`src/rtl/mux8bit_8channel_rr_if.sv`:
```
// Bundle of the 8-to-1 merge datapath: eight valid/ready input channels,
// one valid/ready output channel with source tag, and the beat counter.
// slave: the multiplexer side; master: the producers/consumer side.
interface mux8bit_8channel_rr_if #(
    parameter int WIDTH = 8
);
    logic [7:0][WIDTH-1:0] data_in;     // per-channel payloads
    logic [7:0]            in_valid;    // per-channel beat present
    logic [7:0]            in_ready;    // per-channel beat accepted this cycle
    logic [WIDTH-1:0]      data_out;    // forwarded payload (registered)
    logic [2:0]            out_sel;     // source channel of data_out
    logic                  out_valid;   // data_out/out_sel hold a beat
    logic                  out_ready;   // consumer takes the beat
    logic [15:0]           beat_count;  // completed output handshakes

    modport slave (
        input  data_in, in_valid, out_ready,
        output in_ready, data_out, out_sel, out_valid, beat_count
    );

    modport master (
        output data_in, in_valid, out_ready,
        input  in_ready, data_out, out_sel, out_valid, beat_count
    );
endinterface

```
`src/rtl/mux8bit_8channel_rr.sv`:
```
// Round-robin merge of eight valid/ready channels into one registered, tagged output.
// Latency: a beat accepted at edge N is presented on data_out/out_sel after edge N.
// Backpressure: while out_valid && !out_ready the output is frozen and in_ready is all 0.
// Ports: clk (rising edge), rst (async active-high), bus (slave modport:
//   data_in/in_valid/in_ready inputs side, data_out/out_sel/out_valid/out_ready
//   output side, beat_count total forwarded beats).
module mux8bit_8channel_rr #(
    parameter int WIDTH = 8
) (
    input  logic                         clk,
    input  logic                         rst,
    mux8bit_8channel_rr_if.slave         bus
);

    logic [WIDTH-1:0] data_out_q;
    logic [2:0]       out_sel_q;
    logic             out_valid_q;
    logic [2:0]       last_grant_q;
    logic [15:0]      beat_count_q;

    logic             load_en;
    logic             grant_found;
    logic [2:0]       grant_idx;
    logic [7:0]       grant;
    logic [7:0]       in_ready_d;
    logic             accept;
    logic             out_hs;

    // The holding register can take a new beat when empty or being drained.
    assign load_en = !out_valid_q || bus.out_ready;
    assign out_hs  = out_valid_q && bus.out_ready;

    // Scan from the channel after the last winner; k=8 wraps back onto the
    // last winner itself so it is only chosen when nobody else requests.
    always_comb begin
        grant_found = 1'b0;
        grant_idx   = 3'd0;
        for (int k = 1; k <= 8; k++) begin
            logic [2:0] idx;
            idx = last_grant_q + k[2:0];
            if (!grant_found && bus.in_valid[idx]) begin
                grant_found = 1'b1;
                grant_idx   = idx;
            end
        end
    end

    always_comb begin
        grant = 8'h00;
        if (grant_found) begin
            grant[grant_idx] = 1'b1;
        end
    end

    // Held off during reset so no producer believes a beat was taken.
    always_comb begin
        in_ready_d = 8'h00;
        if (load_en && !rst) begin
            in_ready_d = grant;
        end
    end

    assign accept = |(bus.in_valid & in_ready_d);

    always_ff @(posedge clk or posedge rst) begin
        if (rst) begin
            data_out_q   <= '0;
            out_sel_q    <= 3'd0;
            out_valid_q  <= 1'b0;
            last_grant_q <= 3'd7;
        end else if (accept) begin
            data_out_q   <= bus.data_in[grant_idx];
            out_sel_q    <= grant_idx;
            out_valid_q  <= 1'b1;
            last_grant_q <= grant_idx;
        end else if (out_hs) begin
            out_valid_q  <= 1'b0;
        end
    end

    always_ff @(posedge clk or posedge rst) begin
        if (rst) begin
            beat_count_q <= 16'h0000;
        end else if (out_hs) begin
            beat_count_q <= beat_count_q + 16'h0001;
        end
    end

    assign bus.in_ready   = in_ready_d;
    assign bus.data_out   = data_out_q;
    assign bus.out_sel    = out_sel_q;
    assign bus.out_valid  = out_valid_q;
    assign bus.beat_count = beat_count_q;

endmodule

```
`src/flat_wrapper.sv`:
```
// flat-port wrapper written by rule: the top's interface ports become plain ports
module mux8bit_8channel_rr_flat 
#(
    parameter int WIDTH = 8
)
  (clk, rst, bus_data_in, bus_in_valid, bus_out_ready, bus_in_ready, bus_data_out, bus_out_sel, bus_out_valid, bus_beat_count);
  mux8bit_8channel_rr_if #(.WIDTH(WIDTH)) bus_i ();
  input  logic clk;
  input  logic rst;
  input wire logic [$bits(bus_i.data_in)-1:0] bus_data_in;
  input wire logic [$bits(bus_i.in_valid)-1:0] bus_in_valid;
  input wire logic [$bits(bus_i.out_ready)-1:0] bus_out_ready;
  output wire logic [$bits(bus_i.in_ready)-1:0] bus_in_ready;
  output wire logic [$bits(bus_i.data_out)-1:0] bus_data_out;
  output wire logic [$bits(bus_i.out_sel)-1:0] bus_out_sel;
  output wire logic [$bits(bus_i.out_valid)-1:0] bus_out_valid;
  output wire logic [$bits(bus_i.beat_count)-1:0] bus_beat_count;
  assign bus_i.data_in = bus_data_in;
  assign bus_i.in_valid = bus_in_valid;
  assign bus_i.out_ready = bus_out_ready;
  assign bus_in_ready = bus_i.in_ready;
  assign bus_data_out = bus_i.data_out;
  assign bus_out_sel = bus_i.out_sel;
  assign bus_out_valid = bus_i.out_valid;
  assign bus_beat_count = bus_i.beat_count;
  mux8bit_8channel_rr #(.WIDTH(WIDTH)) u_core (.clk(clk), .rst(rst), .bus(bus_i));
endmodule
```
`config.mk`:
```
export PLATFORM = sky130hd
export DESIGN_NAME = mux8bit_8channel_rr_flat
export DESIGN_NICKNAME = d
export VERILOG_FILES = /design/src/rtl/mux8bit_8channel_rr_if.sv /design/src/rtl/mux8bit_8channel_rr.sv /design/src/flat_wrapper.sv
export SDC_FILE = /design/constraint.sdc
export NUM_CORES = 1
export LEC_CHECK = 0
export BUFFER_PORTS_ARGS = -buffer_cell sky130_fd_sc_hd__buf_2
export CAP_MARGIN = 10
export CORE_ASPECT_RATIO = 0.75
export CORE_MARGIN = 2
export CORE_UTILIZATION = 54
export DETAILED_ROUTE_END_ITERATION = 8
export GPL_TIMING_DRIVEN = 0
export PLACE_DENSITY_LB_ADDON = 0.05
export SYNTH_ARGS = -nofsm -noshare
export SYNTH_HDL_FRONTEND = slang
export SYNTH_SLANG_ARGS = --single-unit
```
`constraint.sdc`:
```
create_clock -name clk -period 8.2 [get_ports clk]
set_input_delay 1.23 -clock clk [delete_from_list [all_inputs] [get_ports clk]]
set_output_delay 1.23 -clock clk [all_outputs]
set_load 0.05 [all_outputs]
```
==> results.md, run 1 <==
- Status: completed
- Achievable frequency: 160 MHz
- Synthesized cell area: 2950 um2
- Reg2reg setup slack: 3.46 ns
- Crit Path Max Fanout: 10
- CORE AREA: 5300 um2
- Worst Hold Endpoint: u_core.bus.beat_count[15]$_DFFE_PP0P_
- Cts bufs inserted: 5
- Post-CTS Setup Bufs: 0
- Worst-case reg-to-reg path depth: 14
- Unrepaired setup endpoints after global routing: false
- TNS Setup: 0 ns
- DR pass1 iterations: 4
- Maximum clock path buffer count: 2
- GRT Resource Usage Total: 28.7%
- Yosys top cell area share: 23.8%
- Yosys reg bits: 31
- FP Rows: 23
- EDFF count, synth: 0
- Yosys top cell by area: dfrtp_1
- Hold Crit Class: reg -> reg
- First-pass GRT wire length: 13600 um
- Crit path kind: reg -> out
- Hold buffers post-CTS: 0
- Cells after DPL: 522
- Ratio of cells with drive above 1 in the final layout: 36.6%
- Diodes inserted: 0
- Routability Congestion: 0.929
- R2r startpoint: u_core.last_grant_q[0]$_DFFE_PP1P_
- Cell count after synthesis: 337
- DR WL/cell: 16.4 um
- Post-synthesis sequential area ratio: 26.4%
- Ys Warns: 0
- Main synth FF type: dfrtp_1
- Die H: 68 um
- Critical Path AT: 5.03 ns
- Via count: 3180
- Tmin final: 6.26 ns
- Share of flip-flops with an asynchronous set or reset: 100%
- CTS tree: built
- Total Wirelength: 8710 um
- Hold Path Stages: 1
- CTS sink cnt: 31
- Worst EP required: 6.97 ns
- Crit share post-route: 76.4%
- Final core occ: 69.9%
- H-tree lvl count: 2
- FF-to-FF End: u_core.bus.data_out[0]$_DFFE_PP0P_
- Layout Skew: 0.00479 ns
- Hold Crit Start: u_core.bus.beat_count[15]$_DFFE_PP0P_
- I/O Buffers: 110
- Mapped Nets: 415
- Setup violators final: 0
- Slew Limit Fails: 0
- Antenna violations before repair: 0
- Slew headroom: 35.2%
- Final std cells w/o fill: 531
- Worst Tran Pin Value: 0.972 ns
- 1st-iter DRT viols: 306
- Average size of a mapped cell: 8.75 um2
- Fillers: 466
- Largest net degree at the start of global routing: 32
- Max Cap Viol: 0
- Post-CTS resize count: 0
- Launching element type of the critical path: flip-flop
- Multi-input gate area: 1980 um2
- CTS root buf: clkbuf_8
- Starting Density: 55.7%
- Vias in the first global route: 2794
- Commonest cells post-synth: nand3_1 (39), nand2_1 (35), dfrtp_1 (28)
- Distinct cells, synth: 60
- Register Area: 779 um2
- DP HPWL: 6690 um
- Drt via density: 5.99
- Synth-to-Final Area Change: 25.5%
- Clock Latency Late Sink: 0.28 ns
- Die width: 89.3 um
- Nets: 533
- Dominant cells by area after synthesis: dfrtp_1 (24%), mux4_2 (6.9%), nand3_1 (6.6%)
- Die Area: 6070 um2
- DRC viols: 0
- Crit end category: primary output
- Remaining antenna violation count: 0
- Hold Vio Cnt, Final: 0
- IO Count: 111
- Clock Pin Slew Worst Setup and Hold Paths: 0.06 ns
- Grt ovf: 0
- Top-count cell post-synth: nand3_1
[layer usage]
layer  up-vias  part of all wire [%]  wire length [um]  GRT usage, %
li1       1504                     -                 -             -
met1      1502                    43              3780          41.4
met2       168                    47              4100          45.2
met4         0                  0.46                40          5.60
met5         -                     0                 0             0
met3         6                   9.0               785          5.31
[registers in the layout, indices dropped and copies added (netlist names)]
signal / flops
u_core.bus.beat_count: 16
u_core.bus.data_out: 8
u_core.last_grant_q: 3
u_core.bus.out_valid: 1
u_core.bus.out_sel: 3
[worst max-delay path, stage by stage (launching register included)]
cell,delay (ns)
dfstp_2,0.61
buf_4,0.23
inv_1,0.07
buf_2,0.20
ha_1,0.29
buf_2,0.23
mux2i_1,0.28
mux2i_1,0.12
o221a_2,0.31
nor3_1,0.51
a31oi_1,0.17
a31oi_1,0.67
buf_2,0.35
nand2_1,0.21
nor3_1,0.22
buf_2,0.30
[worst max path at each step]
stage	start	to
2_1_floorplan	u_core.last_grant_q[0]$_DFFE_PP1P_	bus_in_ready[0]
3_3_place_gp	bus_in_valid[6]	bus_in_ready[1]
3_5_place_dp	u_core.last_grant_q[0]$_DFFE_PP1P_	bus_in_ready[1]
6_report	u_core.last_grant_q[0]$_DFFE_PP1P_	bus_in_ready[1]
4_1_cts	u_core.last_grant_q[0]$_DFFE_PP1P_	bus_in_ready[7]
5_1_grt	u_core.last_grant_q[0]$_DFFE_PP1P_	bus_in_ready[1]
[through the flow]
| step | hold WS [ns] | area, um2 | worst slack (ns) |
|---|---|---|---|
| floorplan | 0.707 | 2950 | 2.12 |
| global placement | 0.451 | 3590 | 2.42 |
| detailed placement | 0.457 | 3590 | 2.32 |
| CTS | 0.472 | 3670 | 2.00 |
| global route | 0.484 | 3700 | 1.67 |
| finish | 0.467 | 3700 | 1.94 |
[cell usage in the layout, fill, tap and decap left out, types with 2 or more instances in the layout]
cell	synthesis	routed
o22ai_1	2	2
buf_6	2	2
o21ai_1	9	9
ha_1	3	3
o21ai_0	23	23
nor3_1	10	10
nand3_1	39	39
nor2b_1	2	2
mux2_2	16	16
nand2_1	35	35
xnor2_1	12	12
mux4_2	9	9
a31oi_1	3	3
nand2b_1	3	3
nand4_1	4	4
o211ai_1	9	9
a221oi_1	3	3
o21a_1	2	2
mux2i_1	7	7
a21o_1	2	2
xor2_1	6	6
inv_1	10	10
clkbuf_8	0	5
dfstp_2	3	3
mux4_1	2	2
mux2_1	8	8
buf_2	9	119
nor2_1	19	19
a21oi_1	6	6
a211oi_1	3	3
a2bb2oi_1	2	2
o2111ai_1	8	8
dfrtp_1	28	28
clkbuf_1	8	10
buf_4	2	2
or3_1	3	3
[logic make-up after synthesis]
group	Yosys count	synth area share, %
AND/OR/NAND/NOR	122	19.9
AO/OA/AOI/OAI	84	19.3
multiplexers	43	20.7
buffers and inverters	35	6.58
flip-flops	31	26.4
XOR/XNOR	19	5.90
adder cells (fa/ha/maj)	3	1.27
[layout make-up]
| type | count | share of cell area [%] |
|---|---|---|
| tap | 75 | 2.53 |
| timing repair buffer | 111 | 15.6 |
| inverter | 10 | 1.01 |
| clock buffer | 7 | 2.06 |
| sequential | 31 | 21.1 |
| multi-input combinational | 271 | 53.4 |
| clock inverter | 1 | 0.135 |
| buffer | 25 | 4.22 |
Power of run 1 is left out: the tool's default activity adds up to more than one toggle a clock period on the data nets, which glitch-free logic cannot reach.
==> run 2: changes to the inputs <==
--- a/config.mk
+++ b/config.mk
@@ -9,7 +9,7 @@
 export CAP_MARGIN = 10
 export CORE_ASPECT_RATIO = 0.75
 export CORE_MARGIN = 2
-export CORE_UTILIZATION = 54
+export CORE_UTILIZATION = 50
 export DETAILED_ROUTE_END_ITERATION = 8
 export GPL_TIMING_DRIVEN = 0
 export PLACE_DENSITY_LB_ADDON = 0.05
==> constraint.sdc (replaced) <==
create_clock -name clk -period 6 [get_ports clk]
set_input_delay 0.9 -clock clk [delete_from_list [all_inputs] [get_ports clk]]
set_output_delay 0.9 -clock clk [all_outputs]
set_load 0.05 [all_outputs]
==> results.md, run 2 (synthesis gave the netlist of run 1 again) <==
- Status: completed
- H-tree lvl count: 2 (unchanged)
- GRT Resource Usage Total: 26.6% (-2.0 points)
- DP HPWL: 6670 um (-0.20%)
- Hold Crit Class: reg -> reg
- Setup violators final: 0 (unchanged)
- Routability Congestion: 0.924 (-0.59%)
- Total Wirelength: 8650 um (-0.71%)
- Launching element type of the critical path: flip-flop
- Crit Path Max Fanout: 10 (unchanged)
- Diodes inserted: 0 (unchanged)
- Hold buffers post-CTS: 0 (unchanged)
- Worst EP required: 5.10 ns (-1.87 ns)
- Starting Density: 51.2% (-4.5 points)
- Tmin final: 5.65 ns
- DRC viols: 0 (unchanged)
- Max Cap Viol: 0 (unchanged)
- CTS tree: built
- DR WL/cell: 16.2 um (-1.1%)
- Commonest non-fill, non-tap cell in the layout: buf_2
- Fillers: 529 (+14%)
- Ratio of cells with drive above 1 in the final layout: 37.6% (+0.96 points)
- Post-CTS resize count: 0 (unchanged)
- I/O Buffers: 110 (unchanged)
- Remaining antenna violation count: 0 (unchanged)
- Vias in the first global route: 2893 (+3.5%)
- Die H: 70.5 um (+3.7%)
- Clock Latency Late Sink: 0.27 ns (about the same)
- Hold Vio Cnt, Final: 0 (unchanged)
- Cts bufs inserted: 5 (unchanged)
- CTS sink cnt: 31 (unchanged)
- Worst Tran Pin Value: 0.774 ns (-0.198 ns)
- Critical Path AT: 4.75 ns (-0.28 ns)
- Drt via density: 5.86 (-2.2%)
- TNS Setup: 0 ns (unchanged)
- CORE AREA: 5770 um2 (+8.9%)
- Synth-to-Final Area Change: 26.3%
- DR pass1 iterations: 5 (+1)
- CTS root buf: clkbuf_8
- Die Area: 6530 um2 (+7.6%)
- Slew Limit Fails: 0 (unchanged)
- Unrepaired setup endpoints after global routing: false
- Layout Skew: 0.00328 ns (-0.00151 ns)
- Via count: 3122 (-1.8%)
- FP Rows: 24 (+4.3%)
- Slew headroom: 48.0% (+13 points)
- Die width: 92.7 um (+3.8%)
- IO Count: 111 (unchanged)
- First-pass GRT wire length: 14000 um (+3.6%)
- Nets: 533 (unchanged)
- Largest net degree at the start of global routing: 32 (unchanged)
- Commonest non-fill, non-tap cells in the layout: buf_2 (119), nand3_1 (39), nand2_1 (35)
- Post-CTS Setup Bufs: 0 (unchanged)
- Max FFs per register: 16 (unchanged)
- Clock Pin Slew Worst Setup and Hold Paths: 0.06 ns (about the same)
- 1st-iter DRT viols: 251 (-18%)
- Crit end category: primary output
- Grt ovf: 0 (unchanged)
- Achievable frequency: 177 MHz
- Crit share post-route: 94.1%
- Antenna violations before repair: 0 (unchanged)
- Crit path kind: reg -> out
- Maximum clock path buffer count: 2 (unchanged)
-- run 2: worst paths after layout --
kind	startpoint	endpoint	slack [ns]	cells after the start
max in group asynchronous	rst	u_core.last_grant_q[2]$_DFFE_PP1P_	4.65	3
hold / removal	u_core.bus.beat_count[15]$_DFFE_PP0P_	u_core.bus.beat_count[15]$_DFFE_PP0P_	0.46	1
setup / recovery	u_core.last_grant_q[0]$_DFFE_PP1P_	bus_in_ready[7]	0.35	15
hold reg to reg	u_core.bus.beat_count[15]$_DFFE_PP0P_	u_core.bus.beat_count[15]$_DFFE_PP0P_	0.46	1
min in group asynchronous	rst	u_core.bus.beat_count[6]$_DFFE_PP0P_	0.73	2
setup reg to reg	u_core.last_grant_q[0]$_DFFE_PP1P_	u_core.bus.data_out[3]$_DFFE_PP0P_	1.41	17
-- run 2: worst max-delay path: stages, from the launching register on --
cell and delay (ns):
dfstp_2 0.59, buf_4 0.22, inv_1 0.07, buf_2 0.21, ha_1 0.30, buf_2 0.23, mux2i_1 0.28, mux2i_1 0.13
o221a_2 0.31, or4b_1 0.50, buf_2 0.17, nor3_1 0.65, clkbuf_2 0.32, nor2_1 0.08, nor3_1 0.14, buf_2 0.29
-- run 2: layout make-up --
cell class                      count  area [um2]  share of cell area, %
Multi-Input combinational cell    271        2000                   53.7
Sequential cell                    31         779                   20.9
Timing Repair Buffer              111         566                   15.2
Buffer                             25         156                   4.20
Tap cell                           78        97.6                   2.62
Clock buffer                        6        82.6                   2.22
Inverter                           10        37.5                   1.01
Clock inverter                      1        5.00                  0.134
-- run 2: metrics by stage --
stage | instance area (um2) | std cells | setup WS [ns] | util (%) | hold slack, ns
6_report | 3730 | 533 | 0.354 | 64.6 | 0.459
5_1_grt | 3730 | 533 | 0.00697 | 64.6 | 0.489
3_5_place_dp | 3600 | 525 | 0.429 | 62.4 | 0.456
2_1_floorplan | 2950 | 337 | 0.246 | - | 0.707
3_3_place_gp | 3600 | 525 | 0.503 | 62.4 | 0.453
4_1_cts | 3680 | 532 | 0.125 | 63.9 | 0.466
-- run 2: per-layer routing --
layer,wire [um],vias to the layer above,part of all wire (%),track usage (%)
met5,0,-,0,0
met4,79,0,0.91,7.35
met3,657,8,7.6,2.59
met2,3760,137,43,39.3
met1,4150,1474,48,41.5
li1,-,1503,-,-
Power of run 2 is left out for the same reason.
